===== src/rtl/alu_pipe_mc.sv =====
// -----------------------------------------------------------------------------
// alu_pipe_mc
//
// Registered, multi-cycle ALU for the core X stage. It accepts one op per clock
// on a valid/ready handshake and holds each result in an output register until
// the consumer takes it.
//   - Single-cycle ops (ADD SUB MUL CMPGE shifts AND OR XOR SET_CONST LD ST,
//     unknown opcodes, DIV by zero) are computed from the inputs and loaded
//     straight into the output register at the accept edge.
//   - DIV with a non-zero divisor runs an iterative restoring divider, one
//     quotient bit per clock, so the core stalls on DIV instead of having to
//     close timing on a combinational divider.
//
// Optional feature (compile-time macro ALU_PIPE_MC_ERR_EN):
//   defined   -> port out_err exists; it is registered with out_result and is 1
//                for DIV by zero or an unknown opcode.
//   undefined -> no out_err port and no error logic.
//
// Parameters
//   REG_W  operand/result width
//   CID_W  core_id width (must be <= REG_W)
//   OPC_W  opcode width
//
// Ports
//   clk          in   core clock, rising edge
//   reset_n      in   asynchronous active-low reset
//   in_valid     in   op and operands are valid this cycle
//   in_ready     out  block can accept an op this cycle
//   in_opc       in   opcode
//   in_src0      in   operand 0
//   in_src1      in   operand 1 (divisor / shift amount)
//   in_const     in   SET_CONST immediate
//   in_const_md  in   SET_CONST select: 1 = in_const, 0 = zero-extended core_id
//   core_id      in   this core's id (quasi-static)
//   out_valid    out  out_result holds a completed result
//   out_ready    in   consumer takes the result this cycle
//   out_result   out  registered result
//   out_err      out  error flag (only with ALU_PIPE_MC_ERR_EN)
// -----------------------------------------------------------------------------
module alu_pipe_mc #(
    parameter int REG_W = 8,
    parameter int CID_W = 4,
    parameter int OPC_W = 4
) (
    input  logic             clk,
    input  logic             reset_n,
    input  logic             in_valid,
    output logic             in_ready,
    input  logic [OPC_W-1:0] in_opc,
    input  logic [REG_W-1:0] in_src0,
    input  logic [REG_W-1:0] in_src1,
    input  logic [REG_W-1:0] in_const,
    input  logic             in_const_md,
    input  logic [CID_W-1:0] core_id,
    output logic             out_valid,
    input  logic             out_ready,
    output logic [REG_W-1:0] out_result
`ifdef ALU_PIPE_MC_ERR_EN
    ,
    output logic             out_err
`endif
);

    // Core opcode encoding.
    localparam logic [OPC_W-1:0] OPC_ADD       = OPC_W'(0);
    localparam logic [OPC_W-1:0] OPC_SUB       = OPC_W'(1);
    localparam logic [OPC_W-1:0] OPC_MUL       = OPC_W'(2);
    localparam logic [OPC_W-1:0] OPC_DIV       = OPC_W'(3);
    localparam logic [OPC_W-1:0] OPC_CMPGE     = OPC_W'(4);
    localparam logic [OPC_W-1:0] OPC_RSHIFT    = OPC_W'(5);
    localparam logic [OPC_W-1:0] OPC_LSHIFT    = OPC_W'(6);
    localparam logic [OPC_W-1:0] OPC_AND       = OPC_W'(7);
    localparam logic [OPC_W-1:0] OPC_OR        = OPC_W'(8);
    localparam logic [OPC_W-1:0] OPC_XOR       = OPC_W'(9);
    localparam logic [OPC_W-1:0] OPC_SET_CONST = OPC_W'(10);
    localparam logic [OPC_W-1:0] OPC_LD        = OPC_W'(11);
    localparam logic [OPC_W-1:0] OPC_ST        = OPC_W'(12);

    localparam int               CNT_W     = (REG_W > 1) ? $clog2(REG_W) : 1;
    localparam logic [CNT_W-1:0] CNT_START = CNT_W'(REG_W - 1);
    // Shift amounts at or above this limit flush the result to zero.
    localparam logic [REG_W:0]   SHAMT_LIM = (REG_W + 1)'(REG_W);

    typedef enum logic [1:0] {
        S_IDLE = 2'd0,
        S_DIV  = 2'd1,
        S_DONE = 2'd2
    } state_t;

    // ---------------------------------------------------------------------
    // State and datapath registers
    // ---------------------------------------------------------------------
    state_t             state_q, state_d;
    logic               out_valid_q, out_valid_d;
    logic [REG_W-1:0]   out_result_q, out_result_d;
    logic [REG_W-1:0]   rem_q, rem_d;      // partial remainder
    logic [REG_W-1:0]   quo_q, quo_d;      // dividend shifting out / quotient shifting in
    logic [REG_W-1:0]   dvs_q, dvs_d;      // divisor
    logic [CNT_W-1:0]   cnt_q, cnt_d;      // remaining iterations - 1

    logic               accept;
    logic               is_div;
    logic               div_zero;
    logic               start_div;         // accepted DIV that needs iterations
    logic [REG_W-1:0]   alu_result;
    logic [2*REG_W-1:0] mul_full;

    // Restoring divider step signals.
    logic [REG_W:0]     rem_sh;
    logic [REG_W:0]     trial;
    logic               fits;
    logic [REG_W-1:0]   rem_step;
    logic [REG_W-1:0]   quo_step;

    assign accept    = in_valid & in_ready;
    assign is_div    = (in_opc == OPC_DIV);
    assign div_zero  = (in_src1 == '0);
    assign start_div = accept & is_div & ~div_zero;

    // ---------------------------------------------------------------------
    // FSM: state register
    // ---------------------------------------------------------------------
    always_ff @(posedge clk or negedge reset_n) begin
        if (!reset_n) begin
            state_q <= S_IDLE;
        end else begin
            state_q <= state_d;
        end
    end

    // ---------------------------------------------------------------------
    // FSM: next-state logic
    // ---------------------------------------------------------------------
    always_comb begin
        state_d = state_q;
        case (state_q)
            S_IDLE: begin
                if (start_div) begin
                    state_d = S_DIV;
                end
            end
            S_DIV: begin
                if (cnt_q == '0) begin
                    state_d = S_DONE;
                end
            end
            S_DONE: begin
                if (out_valid_q && out_ready) begin
                    state_d = S_IDLE;
                end
            end
            default: state_d = S_IDLE;
        endcase
    end

    // ---------------------------------------------------------------------
    // FSM: outputs
    // A new op can enter when idle and the output register is empty or being
    // drained in the same cycle. DONE keeps in_ready low so the DIV result pop
    // never coincides with an accept.
    // ---------------------------------------------------------------------
    always_comb begin
        in_ready = (state_q == S_IDLE) && (!out_valid_q || out_ready);
    end

    // ---------------------------------------------------------------------
    // Single-cycle result
    // ---------------------------------------------------------------------
    assign mul_full = {{REG_W{1'b0}}, in_src0} * {{REG_W{1'b0}}, in_src1};

    always_comb begin
        alu_result = '0;
        case (in_opc)
            OPC_ADD:   alu_result = in_src0 + in_src1;
            OPC_SUB:   alu_result = in_src0 - in_src1;
            OPC_MUL:   alu_result = mul_full[REG_W-1:0];
            // Only reaches the output register for a zero divisor.
            OPC_DIV:   alu_result = '1;
            OPC_CMPGE: alu_result[0] = (in_src0 >= in_src1);
            OPC_RSHIFT: begin
                if ({1'b0, in_src1} < SHAMT_LIM) begin
                    alu_result = in_src0 >> in_src1;
                end
            end
            OPC_LSHIFT: begin
                if ({1'b0, in_src1} < SHAMT_LIM) begin
                    alu_result = in_src0 << in_src1;
                end
            end
            OPC_AND:   alu_result = in_src0 & in_src1;
            OPC_OR:    alu_result = in_src0 | in_src1;
            OPC_XOR:   alu_result = in_src0 ^ in_src1;
            OPC_SET_CONST: begin
                alu_result = in_const_md ? in_const : REG_W'(core_id);
            end
            OPC_LD:    alu_result = in_src0;
            OPC_ST:    alu_result = in_src0;
            default:   alu_result = '0;
        endcase
    end

    // ---------------------------------------------------------------------
    // Restoring divider step: shift the next dividend bit into the remainder,
    // trial-subtract the divisor and keep the difference if it did not borrow.
    // ---------------------------------------------------------------------
    always_comb begin
        rem_sh   = {rem_q, quo_q[REG_W-1]};
        trial    = rem_sh - {1'b0, dvs_q};
        fits     = ~trial[REG_W];
        rem_step = fits ? trial[REG_W-1:0] : rem_sh[REG_W-1:0];
        quo_step = {quo_q[REG_W-2:0], fits};
    end

    // ---------------------------------------------------------------------
    // Datapath next-state
    // ---------------------------------------------------------------------
    always_comb begin
        rem_d        = rem_q;
        quo_d        = quo_q;
        dvs_d        = dvs_q;
        cnt_d        = cnt_q;
        out_valid_d  = out_valid_q;
        out_result_d = out_result_q;

        // Pop first; a load in the same cycle below takes precedence.
        if (out_valid_q && out_ready) begin
            out_valid_d = 1'b0;
        end

        if (start_div) begin
            rem_d = '0;
            quo_d = in_src0;
            dvs_d = in_src1;
            cnt_d = CNT_START;
        end else if (accept) begin
            out_valid_d  = 1'b1;
            out_result_d = alu_result;
        end

        if (state_q == S_DIV) begin
            rem_d = rem_step;
            quo_d = quo_step;
            if (cnt_q == '0) begin
                out_valid_d  = 1'b1;
                out_result_d = quo_step;
            end else begin
                cnt_d = cnt_q - CNT_W'(1);
            end
        end
    end

    always_ff @(posedge clk or negedge reset_n) begin
        if (!reset_n) begin
            out_valid_q  <= 1'b0;
            out_result_q <= '0;
            rem_q        <= '0;
            quo_q        <= '0;
            dvs_q        <= '0;
            cnt_q        <= '0;
        end else begin
            out_valid_q  <= out_valid_d;
            out_result_q <= out_result_d;
            rem_q        <= rem_d;
            quo_q        <= quo_d;
            dvs_q        <= dvs_d;
            cnt_q        <= cnt_d;
        end
    end

    assign out_valid  = out_valid_q;
    assign out_result = out_result_q;

`ifdef ALU_PIPE_MC_ERR_EN
    // ---------------------------------------------------------------------
    // Error flag: loaded together with out_result. Set for an unknown opcode
    // or a zero divisor; an iterated DIV always completes cleanly.
    // ---------------------------------------------------------------------
    logic err_q, err_d;
    logic op_known;

    always_comb begin
        op_known = (in_opc <= OPC_ST);
    end

    always_comb begin
        err_d = err_q;
        if (accept && !start_div) begin
            err_d = ~op_known | (is_div & div_zero);
        end
        if ((state_q == S_DIV) && (cnt_q == '0)) begin
            err_d = 1'b0;
        end
    end

    always_ff @(posedge clk or negedge reset_n) begin
        if (!reset_n) begin
            err_q <= 1'b0;
        end else begin
            err_q <= err_d;
        end
    end

    assign out_err = err_q;
`endif

endmodule

===== config.mk =====
export PLATFORM = sky130hd
export DESIGN_NAME = alu_pipe_mc
export DESIGN_NICKNAME = d
export VERILOG_FILES = /design/src/rtl/alu_pipe_mc.sv
export SDC_FILE = /design/constraint.sdc
export NUM_CORES = 1
export LEC_CHECK = 0
export ABC_AREA = 1
export BUFFER_PORTS_ARGS = -buffer_cell sky130_fd_sc_hd__clkbuf_2
export CORE_MARGIN = 2
export CORE_UTILIZATION = 55
export DETAILED_ROUTE_END_ITERATION = 10
export PLACE_DENSITY = 0.77
export RECOVER_POWER = 100
export SYNTH_ARGS = -nofsm -noshare
export SYNTH_HDL_FRONTEND = slang
export SYNTH_SLANG_ARGS = --single-unit

===== constraint.sdc =====
create_clock -name clk -period 4.5 [get_ports clk]
set_input_delay 0.45 -clock clk [delete_from_list [all_inputs] [get_ports clk]]
set_output_delay 0.45 -clock clk [all_outputs]
set_load 0.05 [all_outputs]

After elaboration in Yosys (flattened, before gate mapping) --
Index checks and enable logic that the tools add are counted.
Operators by class: bitwise gates (word level) 8, reductions and logical operators 11, add/sub/neg operators 4, magnitude comparators 2, mux-type cells 26, eq/ne operators 17, multiply operators 1, shift-type cells 2
Operators by type and width (number):
- $mux 8 | 12
- $pmux 7 s11 | 1
- $eq 4x4->1 const B | 5
- $eq 4x3->1 const B | 4
- $pmux 1 s12 | 1
- $mux 3 | 3
- $sub 9x8->9 | 1
- $add 8x8->8 | 1
- $and 8x8->8 | 1
- $eq 4x2->1 const B | 2
- $ge 8x8->1 | 1
- $logic_not 8->1 | 1
- $lt 8x4->1 const B | 1
- $mul 8x8->8 | 1
- $or 8x8->8 | 1
- $shl 8x8->8 | 1
- $shr 8x8->8 | 1
- $sub 8x8->8 | 1
- $xor 8x8->8 | 1
- $mux 2 | 3
- $ne 2x2->1 const B | 3
- $pmux 2 s3 | 1
- $mux 1 | 5
- $eq 4x1->1 const B | 1
- 14 further kinds | 18
Storage, ports and cells: word-level logic and storage cells 78, flip-flop bits (word level) 38, bits of input ports 37, output and inout port bits 10

Depth between registers and ports, before layout --
depth in word-level cells 9, depth in mapped cells 24, gate-level depth less buffers 23

Least setup slack after synthesis --
OpenSTA, ideal clock, no wires.
path kind input port to flip-flop, start point input port in_src1[2], end point register out_result_q[7], in the netlist out_result[7], path buffers 2, library setup time 0.073 ns, data arrival time 4.065 ns, path slack 0.362 ns, stages on the path 19, required time 4.427 ns, cell sequence buf_2 clkbuf_1 nand2_1 fa_1 fa_1 inv_1 fa_1 inv_1 fa_1 inv_1 ha_1 a21o_1 a31oi_1 inv_1 nand3_1 nand3_1 nand2_1 nand2_1 a21oi_2
Between the ends: longest elaborated chain between the ends 7, elaborated cells on any way between the ends 16, those cells by class add/sub (2); mul (1); order compare (1); shift (2); mux (7); bitwise (2); reduce/logical (1)
Ends and longest elaborated chain:
- from (decl) | RTL line 51 | input logic [REG_W-1:0] in_src1,
- parallel branches: the longest is 4 deep, another holds $mul 8x8->8
- $mux 8 (*) | RTL line 230 | if (start_div) begin
- $mux 8 | RTL line 243 | if (cnt_q == '0) begin
- $mux 8 (*) | RTL line 240 | if (state_q == S_DIV) begin
- named net out_result_d[7] | RTL line 95 | logic [REG_W-1:0] out_result_q, out_result_d;
- to (signal assigned) | RTL line 262 | out_result_q <= out_result_d;
- to (decl) | RTL line 95
Mark *: on every way through the listed nets, which the timed path passes. A chain may end at the register's enable or synchronous reset.

Worst setup path after layout --
start point input port in_src0[3], end point register out_result_q[7], in the netlist out_result[7]
Between the ends: longest elaborated chain between the ends 7, elaborated cells on any way between the ends 12, those cells by class add/sub (2); mul (1); shift (2); mux (7)
Ends and longest elaborated chain:
- from (decl) | RTL line 50 | input logic [REG_W-1:0] in_src0,
- parallel branches: the longest is 2 deep, another holds $mul 8x8->8
- $pmux 7 s11 (*) | RTL line 173 | case (in_opc)
- $mux 8 (*) | RTL line 235 | end else if (accept) begin
- $mux 8 (*) | RTL line 230
- $mux 8 | RTL line 243
- $mux 8 (*) | RTL line 240
- named net out_result_d[7] | RTL line 95
Marks and branches as above.

==> impl_metrics.yaml <==
synth:
  ys_top_cells_by_area: "dfrtp_1 19%, nand2_1 15%, ha_1 12%, inv_1 9.3%, fa_1 5.9%"
  synthesis.area_um2: 5077
  yosys_warnings: 0
  synth_edf_count: 0
  synth_nets: 870
  synth-seq-cells: 38
  syn_inst: 768
  synth_async_sr_flop_share_pct: 100.0
  ys_types: 52
  avgSynthCellArea_um2: 6.611
  yosysTopAreaCell: "dfrtp_1"
  synth-main-ff-cell: "dfrtp_1"
  ys_seq_area_share_pct: 18.73
  synth_top_cell_area_share_pct: 18.73
detailed_routing:
  wl_mm: 15.30
  first_pass_iters: 6
  vias: 5258
  drt_iter0_markers: 681
  ant_nets: 0
  wl_per_cell_um: 16.65
  drc: 0
  viasPerCell: 5.721
cts:
  clk_path_buf_depth: 2
  cts_resized: 0
  cts_tree: "built"
  cts_setup_buffers: 0
  cts_hold_buf: 0
  root_buffer: "clkbuf_8"
  htree_levels: 2
  numCtsBuffers: 5
  clk_latency_ns: 0.29
  clock-sinks: 38
  clk_pin_slew_ns: 0.08
sta:
  worstMarginPinSlew_ns: 1.996
  slew_headroom_pct: -33.03
  timing.final.crit_period_ns: 4.158
  hold_violations: 0
  slew_violations: 39
  finClkSkew_ns: 0.006766
  setup_viol: 0
  rsz0062_at_grt: "no"
  max_freq_mhz: 240.5
  finalSetupTns_ns: 0
  min_period_over_period_pct: 92.39
placed_design:
  port-buffer-count: 46
  place.gp.congestion: 1.025
  dp_hpwl_mm: 12.25
  place_area_um2: 5403
finish:
  final_layout_size_suffix_gt1_share_pct: 9.653
  design_area_um2: 5499
  diodes: 0
  nFillCells: 881
  seq_area_um2: 950.9
  nNetsFinal: 909
  multi_input_area_um2: 3495
  fin_util_pct: 60.37
  syn2layout_area_growth_pct: 8.304
global_route:
  grt_overflow: 0
  track_usage_pct: 31.42
  grt_pass1_wl_mm: 24.74
  antenna_found_initial: 0
  grt_pass1_vias: 5108
  grt_max_degree: 39
worst_setup_path:
  cp_common_cell: "inv_1"
  cp_slowest_cell: "fa_1"
  critPathMaxFanout: 8
  path_class: "input pin to register"
  crit_path_end_kind: "register"
  r2r_setup_slack_ns: 1.55
  cp_cell_sequence: "clkbuf_2 -> ha_1 -> inv_1 -> fa_1 -> inv_1 -> ha_1 -> fa_1 -> inv_1 -> fa_1 -> inv_1 -> ha_1 -> a21o_1 -> a31oi_1 -> inv_1 -> nand3_1 -> nand3_1 -> nand2_1 -> nand2_1 -> a21oi_1"
  crit_required_ns: 4.71
  cp_num_buf_inv: 6
  slowest_delay_ns: 0.55
  worstReg2RegEnd: "quo_q[3]$_DFFE_PN0P_"
  arrival_ns: 4.37
  critPathLaunchType: "input pin"
  critPathTopFamily: "adder cells"
  worstReg2RegStart: "out_valid$_DFF_PN0_"
  r2r_cells: 9
power:
  power_uw: 2506
  power_density_nw_per_um2: 455.8
  power_leakage_uw: 0.002960
  ir_drop_mv: 0.2922
floorplanning:
  die_h_um: 100.1
  core_area_um2: 9109
  die_x_um: 100.1
  rows: 35
  start_util_pct: 55.74
  io_pins: 47
  die-area_um2: 10020
hold_path:
  holdPathStages: 4
  min_path_type: "input pin to register"
  min-delay-start: "out_ready"
  hold_end: "state_q[1]$_DFFE_PN0P_"
outcome:
  status: "finished with violations"
  violations: "max-capacitance violations, max-slew violations"
run:
  drv_cap: 1
==> worst max path at each step <==
stage / start / end / slack (ns) / cells after the start
CTS: in_src0[3] / out_result[7]$_DFF_PN0_ / 0.43 / 19
floorplan: in_src1[2] / out_result[7]$_DFF_PN0_ / 0.36 / 19
global placement: in_src0[2] / out_result[5]$_DFF_PN0_ / 0.25 / 20
global route: in_src0[3] / out_result[7]$_DFF_PN0_ / 0.17 / 19
finish: in_src0[3] / out_result[7]$_DFF_PN0_ / 0.34 / 19
detailed placement: in_src0[2] / out_result[5]$_DFF_PN0_ / 0.11 / 20
==> power by group <==
group          internal, µW  switching (µW)  leakage [µW]
Combinational           514            1030       0.00243
Sequential              504             103      0.000458
Clock                   237             123     0.0000714
==> stage by stage <==
stage	hold WS (ns)	instances	setup slack, ns
2_1_floorplan	0.1544	768	0.3618
3_3_place_gp	0.4598	911	0.2498
3_5_place_dp	0.4878	911	0.1146
4_1_cts	0.3164	919	0.4254
5_1_grt	0.4528	919	0.1720
6_report	0.4339	919	0.3424
==> final cells by class <==
cell class	count	share of cell area (%)
Clock buffer	6	1.502
Clock inverter	2	1.092
Inverter	130	8.919
Multi-Input combinational cell	576	63.55
Sequential cell	38	17.29
Tap cell	111	2.526
Timing Repair Buffer	56	5.119
==> cell usage in the layout, fill, tap and decap left out, types with 2 or more instances in the layout <==
cell / n
nand3_1: 42
nor4_1: 4
nor2_1: 59
nand2_1: 209
o211ai_1: 15
o21ai_1: 9
a221oi_2: 2
o21ai_0: 32
ha_1: 50
a21oi_4: 2
nor2_2: 2
a211oi_1: 3
o221ai_1: 2
a22oi_1: 2
fa_1: 15
clkbuf_2: 33
nand4_1: 8
a31oi_1: 4
nor3_1: 14
inv_1: 126
clkbuf_1: 15
clkbuf_8: 6
nor2_4: 3
bufinv_16: 2
nand2_2: 2
dfrtp_1: 38
or2_2: 3
nand3_2: 2
o21bai_1: 2
a21oi_1: 49
xor2_1: 12
buf_4: 8
a221oi_1: 4
xnor2_1: 7
inv_2: 2
o21ai_2: 3
==> sequential cells by signal, summed over array words and instances, names as in the netlist <==
name,flops
state_q,2
cnt_q,3
dvs_q,8
rem_q,8
out_result,8
quo_q,8
out_valid,1
==> cell usage after synthesis (4+ instances only) <==
cell / instances
a21oi_1: 48
a221oi_1: 4
a31oi_1: 4
buf_2: 11
clkbuf_1: 11
dfrtp_1: 38
fa_1: 15
ha_1: 50
inv_1: 126
nand2_1: 209
nand3_1: 42
nand4_1: 8
nor2_1: 56
nor2_2: 4
nor2_4: 4
nor3_1: 14
o211ai_1: 15
o21ai_0: 32
o21ai_1: 9
xnor2_1: 7
xor2_1: 12
==> metal layers <==
metal  vias to the layer above  track usage, %  share of wire [%]
met5                         -               0                  0
met2                       275           54.63                 48
li1                       2545               -                  -
met4                         0           12.86                4.6
met1                      2381           38.87                 38
met3                        57           5.014                8.7
==> worst min-delay path: stages <==
cell	delay, ns
clkbuf_2	0.09
nand2_1	0.04
nand3_1	0.06
nand2_1	0.05
==> kinds of logic after synthesis <==
kind of cell	share of synthesized area, %
AO/OA/AOI/OAI	17.45
XOR/XNOR	3.598
adder cells (fa/ha/maj)	18.24
buffers and inverters	12.00
flip-flops	18.73
AND/OR/NAND/NOR	29.99
Power figures use the tool's default switching activity.
